## src/rtl/cdb_arbiter_pkg.sv

```systemverilog
// Shared constants for the common-data-bus arbiter and its source FIFOs.
package cdb_arbiter_pkg;

  // ROB tag width; tag value 0 is reserved for "no producer".
  localparam int Q_WIDTH = 4;

  // Reserved tag meaning "operand ready / no producer".
  localparam logic [Q_WIDTH-1:0] TAG_NONE = {Q_WIDTH{1'b0}};

  // Source index used by the grant logic and the round-robin history.
  typedef enum logic {
    SRC_ALU = 1'b0,
    SRC_SLB = 1'b1
  } src_e;

endpackage : cdb_arbiter_pkg

```

## src/rtl/cdb_src_fifo.sv

```systemverilog
// Small skid FIFO holding results from one execution source until the
// arbiter grants them onto the common data bus.
module cdb_src_fifo #(
  parameter int Q_WIDTH    = 4,
  parameter int FIFO_DEPTH = 2
) (
  input  logic               clk_in,
  input  logic               rst_in,
  input  logic               push,
  input  logic               pop,
  input  logic               flush,
  input  logic               en,
  input  logic [Q_WIDTH-1:0] in_tag,
  input  logic [31:0]        in_value,
  output logic [Q_WIDTH-1:0] out_tag,
  output logic [31:0]        out_value,
  output logic               head_valid,
  output logic               ready
);

  localparam int PTR_W = (FIFO_DEPTH > 1) ? $clog2(FIFO_DEPTH) : 1;
  localparam int CNT_W = PTR_W + 1;
  localparam logic [CNT_W-1:0] CNT_FULL = CNT_W'(FIFO_DEPTH);
  localparam logic [CNT_W-1:0] CNT_ZERO = {CNT_W{1'b0}};

  logic [Q_WIDTH-1:0] tag_q   [FIFO_DEPTH];
  logic [Q_WIDTH-1:0] tag_d   [FIFO_DEPTH];
  logic [31:0]        value_q [FIFO_DEPTH];
  logic [31:0]        value_d [FIFO_DEPTH];
  logic [PTR_W-1:0]   rd_ptr_q, rd_ptr_d;
  logic [PTR_W-1:0]   wr_ptr_q, wr_ptr_d;
  logic [CNT_W-1:0]   count_q,  count_d;
  logic               do_push;
  logic               do_pop;

  // Status and head outputs come from registered state only.
  always_comb begin
    ready      = (count_q != CNT_FULL);
    head_valid = (count_q != CNT_ZERO);
    out_tag    = tag_q[rd_ptr_q];
    out_value  = value_q[rd_ptr_q];
  end

  // Next-state: flush beats push/pop; pointers wrap naturally (depth is 2^n).
  always_comb begin
    tag_d    = tag_q;
    value_d  = value_q;
    rd_ptr_d = rd_ptr_q;
    wr_ptr_d = wr_ptr_q;
    count_d  = count_q;
    do_push  = push && (count_q != CNT_FULL);
    do_pop   = pop && (count_q != CNT_ZERO);
    if (!en) begin
      count_d = count_q;
    end else if (flush) begin
      rd_ptr_d = {PTR_W{1'b0}};
      wr_ptr_d = {PTR_W{1'b0}};
      count_d  = CNT_ZERO;
    end else begin
      if (do_push) begin
        tag_d[wr_ptr_q]   = in_tag;
        value_d[wr_ptr_q] = in_value;
        wr_ptr_d          = wr_ptr_q + PTR_W'(1);
      end else begin
        wr_ptr_d = wr_ptr_q;
      end
      if (do_pop) begin
        rd_ptr_d = rd_ptr_q + PTR_W'(1);
      end else begin
        rd_ptr_d = rd_ptr_q;
      end
      case ({do_push, do_pop})
        2'b10:   count_d = count_q + CNT_W'(1);
        2'b01:   count_d = count_q - CNT_W'(1);
        default: count_d = count_q;
      endcase
    end
  end

  // State register with synchronous reset.
  always_ff @(posedge clk_in) begin
    if (rst_in) begin
      for (int i = 0; i < FIFO_DEPTH; i++) begin
        tag_q[i]   <= {Q_WIDTH{1'b0}};
        value_q[i] <= 32'd0;
      end
      rd_ptr_q <= {PTR_W{1'b0}};
      wr_ptr_q <= {PTR_W{1'b0}};
      count_q  <= CNT_ZERO;
    end else begin
      tag_q    <= tag_d;
      value_q  <= value_d;
      rd_ptr_q <= rd_ptr_d;
      wr_ptr_q <= wr_ptr_d;
      count_q  <= count_d;
    end
  end

endmodule : cdb_src_fifo

```

## src/rtl/cdb_arbiter.sv

```systemverilog
// Common-data-bus arbiter: buffers ALU and load/store results and
// broadcasts one per cycle, round-robin between the two sources.
module cdb_arbiter #(
  parameter int Q_WIDTH    = cdb_arbiter_pkg::Q_WIDTH,
  parameter int FIFO_DEPTH = 2
) (
  input  logic               clk_in,
  input  logic               rst_in,
  input  logic               rdy_in,
  input  logic               control_hazard,
  input  logic               alu_valid,
  input  logic [Q_WIDTH-1:0] alu_rob_tag,
  input  logic [31:0]        alu_value,
  output logic               alu_ready,
  input  logic               slb_valid,
  input  logic [Q_WIDTH-1:0] slb_rob_tag,
  input  logic [31:0]        slb_value,
  output logic               slb_ready,
  output logic               cdb_valid,
  output logic [Q_WIDTH-1:0] cdb_rob_tag,
  output logic [31:0]        cdb_value
);

  import cdb_arbiter_pkg::*;

  localparam logic [Q_WIDTH-1:0] TAG_NULL = Q_WIDTH'(TAG_NONE);

  logic               alu_push, alu_pop, alu_head_valid;
  logic               slb_push, slb_pop, slb_head_valid;
  logic [Q_WIDTH-1:0] alu_head_tag, slb_head_tag;
  logic [31:0]        alu_head_value, slb_head_value;
  logic               grant_valid;
  src_e               grant_src;
  src_e               last_grant_q, last_grant_d;

  cdb_src_fifo #(
    .Q_WIDTH    (Q_WIDTH),
    .FIFO_DEPTH (FIFO_DEPTH)
  ) u_alu_fifo (
    .clk_in     (clk_in),
    .rst_in     (rst_in),
    .push       (alu_push),
    .pop        (alu_pop),
    .flush      (control_hazard),
    .en         (rdy_in),
    .in_tag     (alu_rob_tag),
    .in_value   (alu_value),
    .out_tag    (alu_head_tag),
    .out_value  (alu_head_value),
    .head_valid (alu_head_valid),
    .ready      (alu_ready)
  );

  cdb_src_fifo #(
    .Q_WIDTH    (Q_WIDTH),
    .FIFO_DEPTH (FIFO_DEPTH)
  ) u_slb_fifo (
    .clk_in     (clk_in),
    .rst_in     (rst_in),
    .push       (slb_push),
    .pop        (slb_pop),
    .flush      (control_hazard),
    .en         (rdy_in),
    .in_tag     (slb_rob_tag),
    .in_value   (slb_value),
    .out_tag    (slb_head_tag),
    .out_value  (slb_head_value),
    .head_valid (slb_head_valid),
    .ready      (slb_ready)
  );

  // Accept offers only with a real tag; tag 0 offers are silently dropped.
  always_comb begin
    alu_push = alu_valid && alu_ready && (alu_rob_tag != TAG_NULL);
    slb_push = slb_valid && slb_ready && (slb_rob_tag != TAG_NULL);
  end

  // Round-robin grant: on a tie, the source that did not win last time goes.
  always_comb begin
    grant_valid = alu_head_valid || slb_head_valid;
    grant_src   = SRC_ALU;
    if (alu_head_valid && slb_head_valid) begin
      grant_src = (last_grant_q == SRC_ALU) ? SRC_SLB : SRC_ALU;
    end else if (slb_head_valid) begin
      grant_src = SRC_SLB;
    end else begin
      grant_src = SRC_ALU;
    end
  end

  // Broadcast, pop and round-robin history update.
  always_comb begin
    cdb_valid    = grant_valid && rdy_in && !control_hazard;
    cdb_rob_tag  = TAG_NULL;
    cdb_value    = 32'd0;
    alu_pop      = 1'b0;
    slb_pop      = 1'b0;
    last_grant_d = last_grant_q;
    if (cdb_valid) begin
      last_grant_d = grant_src;
      case (grant_src)
        SRC_ALU: begin
          cdb_rob_tag = alu_head_tag;
          cdb_value   = alu_head_value;
          alu_pop     = 1'b1;
        end
        SRC_SLB: begin
          cdb_rob_tag = slb_head_tag;
          cdb_value   = slb_head_value;
          slb_pop     = 1'b1;
        end
        default: begin
          cdb_rob_tag = TAG_NULL;
          cdb_value   = 32'd0;
        end
      endcase
    end else begin
      last_grant_d = last_grant_q;
    end
  end

  // Round-robin history; reset to SLB so the ALU wins the first tie.
  always_ff @(posedge clk_in) begin
    if (rst_in) begin
      last_grant_q <= SRC_SLB;
    end else begin
      last_grant_q <= last_grant_d;
    end
  end

endmodule : cdb_arbiter

```

## config.mk

```make
export PLATFORM = sky130hd
export DESIGN_NAME = cdb_arbiter
export DESIGN_NICKNAME = d
export VERILOG_FILES = /design/src/rtl/cdb_arbiter_pkg.sv /design/src/rtl/cdb_src_fifo.sv /design/src/rtl/cdb_arbiter.sv
export SDC_FILE = /design/constraint.sdc
export NUM_CORES = 1
export LEC_CHECK = 0
export CAP_MARGIN = 15
export CORE_UTILIZATION = 48
export CTS_CLUSTER_DIAMETER = 60
export DETAILED_ROUTE_END_ITERATION = 12
export GPL_TIMING_DRIVEN = 0
export PLACE_DENSITY_LB_ADDON = 0.05
export SETUP_SLACK_MARGIN = 0.1
export SKIP_CTS_REPAIR_TIMING = 1
export SYNTH_ARGS = -nofsm -noshare
export SYNTH_HDL_FRONTEND = slang
export SYNTH_SLANG_ARGS = --single-unit
```

## constraint.sdc

```tcl
create_clock -name clk_in -period 2.5 [get_ports clk_in]
set_input_delay 0.75 -clock clk_in [delete_from_list [all_inputs] [get_ports clk_in]]
set_output_delay 0.75 -clock clk_in [all_outputs]
set_load 0.01 [all_outputs]
```

==> summary.md, run 1 <==
| Metric | Value |
|---|---|
| Outcome | `finished with violations` |
| Failing checks | `negative setup slack` |
| CP Buf/Inv Count | `5` |
| Mapped cell area | `~6800 µm²` |
| Die W | `approximately 120 µm` |
| Minimum clock period | `roughly 2.9 ns` |
| Die H | `around 120 µm` |
| Yosys top cell area share | `45.2%` |
| H-tree levels | `4` |
| Slowest stage delay, CP | `roughly 0.42 ns` |
| # nets final | `1063` |
| Crit-path max FO | `7` |
| Clk_lat worst skew | `0.42 ns` |
| Initial DRC count | `around 530` |
| Number of synthesized flops with an enable pin | `0` |
| Actual slew at the worst max-slew pin | `0.815 ns` |
| WHS Path Cells | `2` |
| Layout cells sized above 1 | `about a fifth` |
| Root buffer selected by CTS | `clkbuf_16` |
| Placed insts | `around 1100` |
| Hold Path Class | `flip-flop to flip-flop` |
| Met3 WL | `1.23 mm` |
| Metal-1 WL | `8.91 mm` |
| Seq cells post-synth | `153` |
| WS Path Type | `input port to output port` |
| Vias in the first global route | `6153` |
| Placer congestion estimate | `0.804` |
| WP data arrival | `2.14 ns` |
| GRT Total Usage | `28.2%` |
| Total grt overflow | `0` |
| Top layer in use | `met4` |
| Worst r2r dst | `u_slb_fifo.value_q[45]$_SDFFE_PP0P_` |
| I/O Buffers | `around 120` |
| CTS Sinks | `153` |
| Final setup viols | `36` |
| Slew Viols, Final | `0` |
| Worst Hold End | `u_slb_fifo.value_q[6]$_SDFFE_PP0P_` |
| Core area | `about 14000 µm²` |
| Pleak | `between 3 and 4 nW` |
| R2r startpoint | `u_slb_fifo.count_q[0]$_SDFFE_PP0P_` |
| Drt pass-1 iters | `8` |
| CP delay by family, top | `buffers and inverters` |
| Num CTS Buffers | `17` |
| Yosys cell types | `between 40 and 50` |
| Site Rows | `43` |
| Initial antenna violation count | `0` |
| Synth Area per Inst | `8.15 µm²` |
| Num ports | `117` |
| Residual DRC | `0` |
| Max IR drop VDD | `483 µV` |
| Cells on worst reg2reg path | `7` |
| Diodes inserted | `0` |
| Clock tree buffer depth | `2` |
| Max_cap viols | `0` |
| Min setup slack post-route | `-0.391 ns` |
| P&R area growth vs syn | `41.7%` |
| Worst Skew | `0.00441 ns` |
| Max_slew headroom | `a little under half` |
| TNS Setup | `-12.33 ns` |
| Vias/cell | `5.59` |
| DP HPWL | `~14 mm` |
| Final Hold Violating Endpoints | `0` |
| Clock-pin slew on the worst setup and hold paths | `about 0.060 ns` |
| Worst path slowest cell | `or3_4` |
| Critical Path Start Type | `input port` |
| Gate Count Post-Synth | `between 800 and 900` |
| Syn Nets | `909` |
| R2r setup slk | `0.62 ns` |
| Required time worst endpoint | `1.75 ns` |
| Largest cells by area after synthesis | `dfxtp_1, nand2_1, a21oi_1` |
| Sequence of cells on the critical path | `buf_8 -> nand2b_4 -> buf_8 -> or3_4 -> buf_12 -> buf_16 -> o22ai_4 -> buf_2` |
| CTS tree | `yes` |
| Cell mode on critical path | `buf_8` |
| Routed wl met2 | `10.1 mm` |
| Ys flop type | `dfxtp_1` |
| Asr flop ratio synth | `0%` |
| Synth cell count leaders | `nand2_1, dfxtp_1, a21oi_1` |
| Initial Utilization | `about half` |
| RSZ-0062 raised after global routing | `yes` |
| Global-route wire length before repair | `around 31 mm` |
| HP Start | `u_slb_fifo.value_q[6]$_SDFFE_PP0P_` |
| Total chip power | `about 5.7 mW` |
| DRT antenna net count | `0` |
| FMAX | `~350 MHz` |
| Fin crit share | `116%` |
| Final cell count without fillers | `between 1000 and 1500` |
| Die area | `14600 µm²` |
| Endpoint type of the worst setup path | `output port` |
| Yosys top cell by area | `dfxtp_1` |
| Vias | `6581` |
| Most common cell in the netlist | `nand2_1` |
| Pre-CTS WS | `-1.32 ns` |
| Largest net degree at the start of global routing | `17` |
| DR WL/cell | `between 15 and 20 µm` |
| Warnings, synthesis | `0` |
| Sequential-to-total area share from yosys stat | `approximately 45%` |
| Pwr/cell area | `~590 nW/µm²` |
| Detailed Route WL | `20.7 mm` |
[where the power goes]
part	total, mW	switching [mW]	internal [mW]
Combinational	0.550	0.297	0.253
Clock	2.60	0.976	1.62
Sequential	2.51	0.0269	2.49
Total	5.66	1.30	4.36
[cell families (layout without fill, tap and decap cells)]
group	count (synthesis)	after routing	share of synthesized area, %
AO/OA/AOI/OAI	213	213	18.0
flip-flops	153	153	45.2
AND/OR/NAND/NOR	318	318	19.3
buffers and inverters	72	239	6.30
multiplexers	73	73	10.8
XOR/XNOR	2	2	0.259
[cell usage in the layout (no fill, tap or decap), types with 2 or more instances in the layout]
cell type and instances:
nand2_1 292, dfxtp_1 151, a21oi_1 147, clkdlybuf4s50_1 73, mux2i_1 70, buf_2 33
o22ai_4 33, buf_6 31, buf_4 22, clkbuf_16 20, clkbuf_1 14, clkbuf_4 8
clkbuf_2 6, clkbuf_8 6, buf_12 5, o21ai_0 5, dlymetal6s2s_1 5, nor2_1 4
inv_1 4, a21oi_2 4, clkinv_2 4, buf_8 3, or2_2 3, o22ai_2 3
o41ai_1 3, mux2i_2 2, buf_16 2, o41a_1 2, nand4b_2 2, and4_1 2
nand4_2 2, a32oi_1 2, bufinv_16 2, dfxtp_2 2
[sequential cells by signal (all words and copies together), names as in the netlist]
signal,cells
u_slb_fifo.tag_q,8
u_alu_fifo.count_q,2
u_alu_fifo.value_q,64
last_grant_q,1
u_alu_fifo.tag_q,8
u_alu_fifo.wr_ptr_q,1
u_slb_fifo.value_q,64
u_slb_fifo.rd_ptr_q,1
u_slb_fifo.wr_ptr_q,1
u_alu_fifo.rd_ptr_q,1
u_slb_fifo.count_q,2
[routing by layer]
layer,vias up,GRT usage (%)
li1,3155,-
met1,3151,35.9
met2,241,47.4
met3,34,5.14
met4,0,10.3
met5,-,0
[metrics by stage]
stage | hold WS, ns | utilization (%) | instance area (µm²)
floorplan | 0.436 | - | 7280
global placement | 0.441 | 62.7 | 8670
detailed placement | 0.446 | 62.7 | 8670
CTS | 0.454 | 67.1 | 9270
global route | 0.473 | 69.4 | 9590
finish | 0.453 | 69.4 | 9590
[worst max-delay path by stage]
stage                                       startpoint              to  slack, ns  cells past startpoint
floorplan                               control_hazard  cdb_rob_tag[0]      -0.02                      6
global placement                                rdy_in    cdb_value[4]      -1.30                      8
detailed placement                              rdy_in   cdb_value[29]      -1.32                      8
CTS                                             rdy_in   cdb_value[29]      -1.32                      8
global route        u_alu_fifo.count_q[0]$_SDFFE_PP0P_    cdb_value[8]      -0.40                      8
finish                                  control_hazard   cdb_value[30]      -0.39                      8
[worst register-to-register path, stage by stage (launching register included)]
cell	delay, ns
dfxtp_1	0.30
buf_2	0.18
or2b_2	0.14
buf_4	0.15
nor4b_4	0.59
buf_6	0.25
nand2_1	0.09
a21oi_2	0.11
[layout make-up]
class                   count  area (µm²)
plain buffers              68         576
clock buffers              25         515
clock inverters             7        87.6
fillers                  1135        4230
inverters                   4        15.0
multi-input cells         606        3800
flip-flops and latches    153        3070
well taps                 180         225
repair buffers            135        1310
Power figures use the tool's default switching activity.
==> run 2, diff against run 1 <==
GPL_ROUTABILITY_DRIVEN = 1   (was unset)
==> results of run 2 <==
The final DEF is identical to that of run 1; final timing and power are the same.
==> run 3, diff against run 2 <==
CAP_MARGIN = 10   (was 15)
==> results of run 3 <==
The final DEF is identical to that of run 1; final timing and power are the same.
